$ cat src/rtl/wave_ram_pkg.sv
// rtl/wave_ram_pkg.sv - default widths and shared types for the wavetable sample source
package wave_ram_pkg;
  localparam int DATA_WIDTH = 8;
  localparam int ADDR_WIDTH = 8;
  localparam int NUM_CH     = 4;
  localparam int CH_WIDTH   = 2;
  localparam int FRAC_WIDTH = 8;

  function automatic int calc_ph_w(input int aw, input int fw);
    return aw + fw;
  endfunction

  localparam int PH_W = calc_ph_w(ADDR_WIDTH, FRAC_WIDTH);

  typedef logic [PH_W-1:0]       phase_t;
  typedef logic [DATA_WIDTH-1:0] sample_t;
endpackage

$ cat src/rtl/wave_ram_core.sv
// rtl/wave_ram_core.sv - sample table RAM, one write port, one registered read-first read port
module wave_ram_core
  import wave_ram_pkg::*;
#(
  parameter int P_DATA_WIDTH = wave_ram_pkg::DATA_WIDTH,
  parameter int P_ADDR_WIDTH = wave_ram_pkg::ADDR_WIDTH
) (
  input  logic                    clk,
  input  logic                    rst,
  input  logic                    i_wr_en,
  input  logic [P_ADDR_WIDTH-1:0] i_wr_addr,
  input  logic [P_DATA_WIDTH-1:0] i_wr_data,
  input  logic                    i_rd_en,
  input  logic [P_ADDR_WIDTH-1:0] i_rd_addr,
  output logic [P_DATA_WIDTH-1:0] o_rd_data
);
  logic [P_DATA_WIDTH-1:0] r_mem [1<<P_ADDR_WIDTH];
  logic [P_DATA_WIDTH-1:0] r_rd_data;

  // Table contents are not reset; loader fills them after power-up.
  always_ff @(posedge clk) begin
    if (i_wr_en) r_mem[i_wr_addr] <= i_wr_data;
  end

  // Nonblocking read of the array gives the old word on a same-address write.
  always_ff @(posedge clk or posedge rst) begin
    if (rst)          r_rd_data <= '0;
    else if (i_rd_en) r_rd_data <= r_mem[i_rd_addr];
  end

  assign o_rd_data = r_rd_data;
endmodule

$ cat src/rtl/wave_ram_nch.sv
// rtl/wave_ram_nch.sv - NUM_CH round-robin phase accumulators reading one shared wavetable
// Optional OUT_REG_EN adds a second output register stage (latency 2).
module wave_ram_nch
  import wave_ram_pkg::*;
#(
  parameter int DATA_WIDTH = wave_ram_pkg::DATA_WIDTH,
  parameter int ADDR_WIDTH = wave_ram_pkg::ADDR_WIDTH,
  parameter int NUM_CH     = wave_ram_pkg::NUM_CH,
  parameter int CH_WIDTH   = wave_ram_pkg::CH_WIDTH,
  parameter int FRAC_WIDTH = wave_ram_pkg::FRAC_WIDTH,
  localparam int LP_PH_W   = calc_ph_w(ADDR_WIDTH, FRAC_WIDTH)
) (
  input  logic                  clk,
  input  logic                  rst,
  input  logic                  wr_en,
  input  logic [ADDR_WIDTH-1:0] wr_addr,
  input  logic [DATA_WIDTH-1:0] wr_data,
  input  logic                  step_we,
  input  logic [CH_WIDTH-1:0]   step_ch,
  input  logic [LP_PH_W-1:0]    step_val,
  input  logic                  run,
  input  logic                  phase_clr,
  output logic [DATA_WIDTH-1:0] sample_data,
  output logic [CH_WIDTH-1:0]   sample_ch,
  output logic                  sample_valid,
  output logic                  sample_wrap
);
  logic [LP_PH_W-1:0]    r_step  [NUM_CH];
  logic [LP_PH_W-1:0]    r_phase [NUM_CH];
  logic [CH_WIDTH-1:0]   r_ch_cnt;
  logic [CH_WIDTH-1:0]   r_s1_ch;
  logic                  r_s1_valid;
  logic                  r_s1_wrap;

  logic [LP_PH_W-1:0]    w_cur_phase;
  logic [LP_PH_W-1:0]    w_cur_step;
  logic [LP_PH_W:0]      w_sum;
  logic                  w_issue;
  logic                  w_step_ok;
  logic [ADDR_WIDTH-1:0] w_rd_addr;
  logic [DATA_WIDTH-1:0] w_s1_data;

  assign w_cur_phase = r_phase[r_ch_cnt];
  assign w_cur_step  = r_step[r_ch_cnt];
  assign w_sum       = {1'b0, w_cur_phase} + {1'b0, w_cur_step};
  assign w_issue     = run & ~phase_clr;
  assign w_step_ok   = (32'(step_ch) < NUM_CH);
  assign w_rd_addr   = w_cur_phase[LP_PH_W-1:FRAC_WIDTH];

  always_ff @(posedge clk or posedge rst) begin
    if (rst) begin
      r_ch_cnt <= '0;
      for (int i = 0; i < NUM_CH; i++) begin
        r_step[i]  <= '0;
        r_phase[i] <= '0;
      end
    end else begin
      for (int i = 0; i < NUM_CH; i++) begin
        if (step_we && w_step_ok && step_ch == CH_WIDTH'(i)) r_step[i] <= step_val;
        if (phase_clr)
          r_phase[i] <= '0;
        else if (w_issue && r_ch_cnt == CH_WIDTH'(i))
          r_phase[i] <= w_sum[LP_PH_W-1:0];
      end
      if (phase_clr)
        r_ch_cnt <= '0;
      else if (w_issue)
        r_ch_cnt <= (r_ch_cnt == CH_WIDTH'(NUM_CH-1)) ? '0 : r_ch_cnt + 1'b1;
    end
  end

  // Channel tag and wrap flag travel alongside the RAM read register.
  always_ff @(posedge clk or posedge rst) begin
    if (rst) begin
      r_s1_ch    <= '0;
      r_s1_valid <= 1'b0;
      r_s1_wrap  <= 1'b0;
    end else begin
      r_s1_valid <= w_issue;
      r_s1_wrap  <= w_issue & w_sum[LP_PH_W];
      if (w_issue) r_s1_ch <= r_ch_cnt;
    end
  end

  wave_ram_core #(
    .P_DATA_WIDTH (DATA_WIDTH),
    .P_ADDR_WIDTH (ADDR_WIDTH)
  ) u_core (
    .clk       (clk),
    .rst       (rst),
    .i_wr_en   (wr_en),
    .i_wr_addr (wr_addr),
    .i_wr_data (wr_data),
    .i_rd_en   (w_issue),
    .i_rd_addr (w_rd_addr),
    .o_rd_data (w_s1_data)
  );

`ifdef OUT_REG_EN
  logic [DATA_WIDTH-1:0] r_s2_data;
  logic [CH_WIDTH-1:0]   r_s2_ch;
  logic                  r_s2_valid;
  logic                  r_s2_wrap;

  always_ff @(posedge clk or posedge rst) begin
    if (rst) begin
      r_s2_data  <= '0;
      r_s2_ch    <= '0;
      r_s2_valid <= 1'b0;
      r_s2_wrap  <= 1'b0;
    end else begin
      r_s2_data  <= w_s1_data;
      r_s2_ch    <= r_s1_ch;
      r_s2_valid <= r_s1_valid;
      r_s2_wrap  <= r_s1_wrap;
    end
  end

  assign sample_data  = r_s2_data;
  assign sample_ch    = r_s2_ch;
  assign sample_valid = r_s2_valid;
  assign sample_wrap  = r_s2_wrap;
`else
  assign sample_data  = w_s1_data;
  assign sample_ch    = r_s1_ch;
  assign sample_valid = r_s1_valid;
  assign sample_wrap  = r_s1_wrap;
`endif
endmodule
$ cat config.mk
export PLATFORM = sky130hd
export DESIGN_NAME = wave_ram_nch
export DESIGN_NICKNAME = d
export VERILOG_FILES = /design/src/rtl/wave_ram_pkg.sv /design/src/rtl/wave_ram_core.sv /design/src/rtl/wave_ram_nch.sv
export SDC_FILE = /design/constraint.sdc
export NUM_CORES = 2
export LEC_CHECK = 0
export ABC_AREA = 1
export CAP_MARGIN = 5
export CORE_ASPECT_RATIO = 1.1
export CORE_MARGIN = 3
export CORE_UTILIZATION = 57
export DETAILED_ROUTE_END_ITERATION = 10
export PLACE_DENSITY = 0.78
export SKIP_CTS_REPAIR_TIMING = 1
export SLEW_MARGIN = 20
export SYNTH_ARGS = -nofsm -noshare
export SYNTH_HDL_FRONTEND = slang
export SYNTH_SLANG_ARGS = --single-unit
$ cat constraint.sdc
create_clock -name clk -period 5.1 [get_ports clk]
set_input_delay 1.02 -clock clk [delete_from_list [all_inputs] [get_ports clk]]
set_output_delay 1.02 -clock clk [all_outputs]
set_load 0.01 [all_outputs]
After elaboration in Yosys (flattened, before gate mapping)

Memories as Yosys holds them, arrays and structs flattened. A register that Yosys moved wholly into a read port is not among the register bits.
Index checks and enable logic that the tools add are counted.

Register bits after elaboration: 134
Memory bits (writable): 2048
Input bits: 40
Output and inout bits: 12
Memories: 1

Memories:

| memory       | words | bits a word | rd ports | clocked after memory_dff | write ports | line                | text |
|---|---|---|---|---|---|---|---|
| u_core.r_mem | 256   | 8           | 1        | 1                        | 1           | wave_ram_core.sv:17 | `logic [P_DATA_WIDTH-1:0] r_mem [1<<P_ADDR_WIDTH];` |

$add $sub $neg: 2
$lt $le $gt $ge: 1
Equality and inequality tests: 6
Multiplexer cells: 19
Bitwise gates (word level): 4
Reduce and logical (&&, ||, !) cells: 15

Operators by type and width:

| kind                                           | count |
|---|---|
| 2-to-1 mux 16 bit                              | 12 |
| binary-select mux 16 bit (select 2 bit)        | 2 |
| adder 16 x 16 -> 17 bit                        | 1 |
| nonzero test 2 bit                             | 5 |
| == test 2 bit (second input constant)          | 4 |
| logical AND 1 bit                              | 8 |
| 2-to-1 mux 2 bit                               | 3 |
| == test 2 x 1 -> 1 bit (second input constant) | 2 |
| zero test 2 bit                                | 2 |
| >= comparator 3 bit (second input constant)    | 1 |
| inverter 2 -> 3 bit                            | 1 |
| adder 2 x 1 -> 2 bit (second input constant)   | 1 |
| AND 1 bit                                      | 2 |
| 2-to-1 mux 1 bit                               | 2 |
| inverter 1 bit                                 | 1 |

Logic depth before layout (Yosys ltp)

Depth after elaboration: 7
Depth in mapped cells: 21
Depth with buffers taken out: 18

Cells and area by module

From an unflattened synthesis, not the netlist that was laid out.

Cell total of the unflattened synthesis: 7876
Area total of the unflattened synthesis: 90236.5 µm²

Modules (own cells, without submodules):

| module        | instances | cells each | area each (µm²) | seq. area each (µm²) |
|---|---|---|---|---|
| wave_ram_core | 1         | 7006       | 83431.3         | 61699.2 |
| wave_ram_nch  | 1         | 870        | 6805.3          | 3353.2 |

Worst setup path after synthesis

Ideal clock, no wire load.

Kind: register to register
Start point: reg r_ch_cnt[0]
End point: reg r_phase[13] in the netlist's numbering
Arrival: 2.950 ns
Required time: 5.017 ns
Setup slack: 2.067 ns
Stages on the path, launching flop included: 18
Buffers on the path: 4
Period minus slack after synthesis: 3.033 ns
Cells stage by stage: dfrtp_1 -> buf_2 -> buf_2 -> clkbuf_1 -> clkbuf_1 -> nor2_1 -> o22ai_1 -> ha_1 -> a21oi_1 -> o21a_1 -> nand2_1 -> a31oi_1 -> o21ai_0 -> a21boi_0 -> nor2_1 -> nor2_1 -> nand2_1 -> o21ai_0

Longest elaborated chain between the ends: 7
Elaborated cells between the ends (all ways): 13
Classes of those cells: 1 x add/sub; 1 x eq/ne; 8 x mux; 1 x bitwise; 2 x reduce/logical

RTL lines:

| element                                                           | line                                   | text |
|---|---|---|
| from (decl)                                                       | wave_ram_nch.sv:30                     | `logic [CH_WIDTH-1:0] r_ch_cnt;` |
| from (signal assigned)                                            | wave_ram_nch.sv:68                     | `r_ch_cnt <= (r_ch_cnt == CH_WIDTH'(NUM_CH-1)) ? '0 : r_ch_cnt + 1'b1;` |
| inverter 2 -> 3 bit (not written as such)                         | wave_ram_nch.sv:43, wave_ram_nch.sv:44 |  |
| binary-select mux 16 bit (select 2 bit), on equally long branches | wave_ram_nch.sv:43, wave_ram_nch.sv:44 |  |
| 2-to-1 mux 16 bit, on equally long branches (2 in series)         | wave_ram_nch.sv:43, wave_ram_nch.sv:44 |  |
| adder 16 x 16 -> 17 bit                                           | wave_ram_nch.sv:45                     | `assign w_sum = {1'b0, w_cur_phase} + {1'b0, w_cur_step};` |
| 2-to-1 mux 16 bit                                                 | wave_ram_nch.sv:62                     | `else if (w_issue && r_ch_cnt == CH_WIDTH'(i))` |
| 2-to-1 mux 16 bit                                                 | wave_ram_nch.sv:60                     | `if (phase_clr)` |
| to (signal, indexed assignment)                                   | wave_ram_nch.sv:63                     | `r_phase[i] <= w_sum[LP_PH_W-1:0];` |
| to (decl)                                                         | wave_ram_nch.sv:29                     | `logic [LP_PH_W-1:0] r_phase [NUM_CH];` |

Several ways; a longest one is shown, not always the timed one. The select of a mux whose other input is x is not followed.
A chain may end at the register's enable or synchronous reset.

Final worst setup path

Start point: reg r_ch_cnt[0]
End point: reg u_core.r_rd_data[1] (netlist: u_core.o_rd_data[1]) (read register of u_core.r_mem)

Longest elaborated chain between the ends: 4

RTL lines:

| element                                               | line                | text |
|---|---|---|
| inverter 2 -> 3 bit (not written as such)             | wave_ram_nch.sv:43  | `assign w_cur_phase = r_phase[r_ch_cnt];` |
| binary-select mux 16 bit (select 2 bit)               | wave_ram_nch.sv:43  |  |
| 2-to-1 mux 16 bit (not written as such) (2 in series) | wave_ram_nch.sv:43  |  |
| to (decl)                                             | wave_ram_core.sv:18 | `logic [P_DATA_WIDTH-1:0] r_rd_data;` |

Every way passes these cells. The select of a mux whose other input is x is not followed.

==> qor_table.md <==
| Item | Value | Unit |
| --- | --- | --- |
| Final Net Count | 8,676 | - |
| Area of combinational cells with multiple inputs | 24,310 | um2 |
| Cell type with the highest occurrence count on the critical path | sky130_fd_sc_hd__nand3_1 | - |
| Die ar. | 172,800 | um2 |
| Syn Std Cell Area | 95,680 | um2 |
| Number of buffers inserted by port buffering | 51 | - |
| Endpoints failing setup | 0 | - |
| Final Critical Period | 4.599 | ns |
| Power dissipated by switching net loads | 0.01936 | W |
| Total via count after detailed routing | 66,779 | - |
| Vias in the first global route | 63,800 | - |
| Routed Wire Length | 256,000 | um |
| Global router's overall resource usage | 29.14 | % |
| Worst max-slew margin expressed relative to the limit | 16.01 | % |
| Post-Route Skew | 0.03713 | ns |
| Arrival time worst endpoint | 5.36 | ns |
| HPWL Detailed | 144,900 | um |
| Remaining routing DRC violations | 0 | - |
| Largest delay contributor family on the critical path | simple AND/OR/NAND/NOR gates | - |
| Most common cell in the synthesized netlist | sky130_fd_sc_hd__nand2_1 | - |
| Max IR drop VDD | 0.6867 | mV |
| Sequential power share | 38.5 | % |
| Clock buffer count from CTS | 204 | - |
| Weighted congestion at the end of routability-driven global placement | 0.9098 | - |
| CP max stage cell | sky130_fd_sc_hd__buf_4 | - |
| Number of filler cells placed in the layout | 12,449 | - |
| Result of the run | finished clean | - |
| Remaining global-route overflow | 0 | - |
| Number of antenna violations at the first check in global routing | 10 | - |
| Dominant cells by area after synthesis | sky130_fd_sc_hd__edfxtp_1 (64%), sky130_fd_sc_hd__nand3_1 (8.3%), sky130_fd_sc_hd__nand2_1 (8.2%) | - |
| Crit path launch type | register | - |
| Final-layout worst hold slack | 0.4717 | ns |
| Area used by sequential logic in the layout | 65,050 | um2 |
| Critical path class | reg -> reg | - |
| Antenna Nets Post-Route | 0 | - |
| Net count after synthesis | 8,886 | - |
| Max-capacitance violation count | 0 | - |
| LEAKAGE | 39.98 | nW |
| Iter 0 DRT Violations | 10,154 | - |
| Routed wire length on met3 | 30,060 | um |
| Wire length of the first global-routing pass | 384,600 | um |
| CTS tree | built | - |
| Metal2 WL | 120,400 | um |
| Flop and latch count out of synthesis | 2,190 | - |
| Routed length per placed instance | 23.22 | um |
| Post-synth top area cell | sky130_fd_sc_hd__edfxtp_1 | - |
| CP Capture Type | register | - |
| Number of H-tree branching levels | 4 | - |
| Async SR Flop Fraction | 6.484 | % |
| Power share of the combinational group | 32.8 | % |
| Clock transition at the register clock pins on the worst setup and hold paths after CTS | 0.06 | ns |
| Per-instance average area after synthesis | 10.84 | um2 |
| Most frequent cells after synthesis | sky130_fd_sc_hd__nand2_1 (2,085), sky130_fd_sc_hd__edfxtp_1 (2,048), sky130_fd_sc_hd__nand3_1 (1,595), sky130_fd_sc_hd__inv_1 (956), sky130_fd_sc_hd__nand3b_1 (496) | - |
| Vias per inst | 6.057 | - |
| Total design power | 0.05249 | W |
| WP data required | 5.86 | ns |
| Final Hold Fails | 0 | - |
| Starting Density | 57.44 | % |
| Setup TNS | 0 | ns |
| Worst Hold Class | reg -> reg | - |
| Crit path largest cell delay | 0.90 | ns |
| Net switching share of the total power | 36.89 | % |
| Post-synthesis to final-layout area growth | 8.909 | % |
| Area share of the largest cell type after synthesis | 64.27 | % |
| Std-Cell Rows | 157 | - |
| Met1 routed wirelength after detailed routing | 93,930 | um |
| Maximum frequency from static timing analysis | 217.4 | MHz |
| Least setup slack across all paths after layout | 0.5009 | ns |
| Insertion delay of the later-clocked pin in the worst-skew pair | 0.86 | ns |
| Sequential area share after synthesis | 67.99 | % |
| Buffer levels on the longest clock path | 3 | - |
| Top sig layer | met4 | - |
| Number of enable-type register cells in the synthesized netlist | 2,048 | - |
| Core footprint | 166,600 | um2 |
| Worst slew pin tran | 1.257 | ns |
| Floorplan die width | 396.7 | um |
| Power per cell area | 503.7 | nW/um2 |
| Internal power consumption | 0.03312 | W |
| Share of post-route cells with drive strength above 1 | 4.997 | % |
| Final-report max-slew violation count | 0 | - |
| DRT Pass-1 Iters | 8 | - |
| Clk sinks | 2,190 | - |
| Buffers and inverters on the worst path | 3 | - |
| Number of cells in the finished layout apart from fillers | 11,025 | - |
| Gate count after technology mapping | 8,825 | - |
| Overall die height | 435.7 | um |
| Largest net degree at the start of global routing | 231 | - |
| Placement Setup Slack | 0.7260 | ns |
| Worst-path cell chain | inv_2 > nand2_1 > nand3_4 > nand2_8 > buf_12 > buf_4 > nand2_1 > nand3_1 > nand3_1 > nand3_1 > nand3_1 > nand3_1 > nand3_1 > nand3_1 > nand2_1 > nand2_1 > nand2_1 | - |
| Synth Warn # | 0 | - |
| Top fanout value on the critical path | 141 | - |
| Clock tree root driver cell | sky130_fd_sc_hd__clkbuf_16 | - |
| Most used flip-flop cell after synthesis | sky130_fd_sc_hd__edfxtp_1 | - |
| Dpl cells | 10,633 | - |
| Number of distinct library cell variants in the gate-level netlist after synthesis | 34 | - |
| Final Cycle Share | 90.18 | % |
| RSZ-0062 raised after global routing | false | - |
| Clock power frac | 28.7 | % |
| Top-level I/O count | 52 | - |
## placed cells by master, fill, tap and decap left out, types with 31 or more instances in the layout
cell type,netlist,routed
sky130_fd_sc_hd__nand2_1,2085,2083
sky130_fd_sc_hd__edfxtp_1,2048,2048
sky130_fd_sc_hd__nand3_1,1595,1591
sky130_fd_sc_hd__inv_1,956,953
sky130_fd_sc_hd__nand3b_1,496,496
sky130_fd_sc_hd__nor2_1,355,355
sky130_fd_sc_hd__o21ai_0,346,346
sky130_fd_sc_hd__clkbuf_16,0,206
sky130_fd_sc_hd__dfrtp_1,142,141
sky130_fd_sc_hd__o211ai_1,104,104
sky130_fd_sc_hd__buf_4,33,80
sky130_fd_sc_hd__clkbuf_1,255,46
sky130_fd_sc_hd__clkinv_1,5,43
sky130_fd_sc_hd__clkdlybuf4s50_1,0,43
sky130_fd_sc_hd__clkinv_2,0,41
sky130_fd_sc_hd__a21oi_1,31,31
sky130_fd_sc_hd__buf_12,0,31
## stage by stage
step                      utilization, %  cell area (um2)
after floorplan                        -            95680
after global placement             58.56            97550
after detailed placement           58.56            97550
after CTS                          62.50           104100
after global routing               62.54           104200
final                              62.56           104200
## flip-flops by register name, indices dropped and copies added (netlist names)
register	count
u_core.r_mem	2048
u_core.o_rd_data	8
sample_valid	1
r_phase	64
r_step	64
r_ch_cnt	2
sample_ch	2
sample_wrap	1
## layout make-up
cell class,instances,area share (%)
Clock buffer,254,5.139
Inverter,963,3.490
Clock inverter,122,1.155
Timing Repair Buffer,164,1.753
Sequential cell,2190,62.43
Tap cell,2226,2.673
Antenna cell,14,0.03362
Multi-Input combinational cell,5092,23.33
## layer usage
metal,up-vias,track usage (%)
li1,29693,-
met1,32122,39.15
met2,4269,46.02
met3,695,6.344
met4,0,12.82
met5,-,0
## power by group through the flow
stage / Sequential [W] / Clock (W) / Combinational, W
3_5_place_dp: 0.0206 / 0 / 0.0166
3_3_place_gp: 0.0206 / 0 / 0.0164
2_1_floorplan: 0.0205 / 0 / 0.0114
4_1_cts: 0.0202 / 0.0151 / 0.0167
5_1_grt: 0.0203 / 0.0158 / 0.0185
6_report: 0.0202 / 0.0150 / 0.0172
## cell families (layout without fill, tap and decap cells)
family                   Yosys count  count (layout)  synth area share [%]
buffers and inverters           1543            1503                 6.713
flip-flops                      2190            2190                 67.99
AO/OA/AOI/OAI                    525             525                 3.111
other                              0              14                     0
adder cells (fa/ha/maj)           21              21                0.2824
AND/OR/NAND/NOR                 4546            4546                 21.91
## final timing paths
check                                        start                               to  slack (ns)  cells after the start
setup / recovery           r_ch_cnt[0]$_DFFE_PP0P_  u_core.o_rd_data[1]$_DFFE_PP0P_        0.50                     17
setup reg to reg           r_ch_cnt[0]$_DFFE_PP0P_  u_core.o_rd_data[1]$_DFFE_PP0P_        0.50                     17
min in group asynchronous                      rst           r_step[31]$_DFFE_PP0P_        0.73                      2
max in group asynchronous                      rst          r_phase[62]$_DFFE_PP0P_        3.41                      3
hold reg to reg            r_phase[17]$_DFFE_PP0P_          r_phase[17]$_DFFE_PP0P_        0.47                      2
hold / removal             r_phase[17]$_DFFE_PP0P_          r_phase[17]$_DFFE_PP0P_        0.47                      2
## tightest hold or removal path, delay by kind of cell (launching register included)
kind / cells / cell delay (ns)
DFF: 1 / 0.34
and+or+nand+nor: 2 / 0.10
No activity file was read; power rests on OpenSTA's default activity.
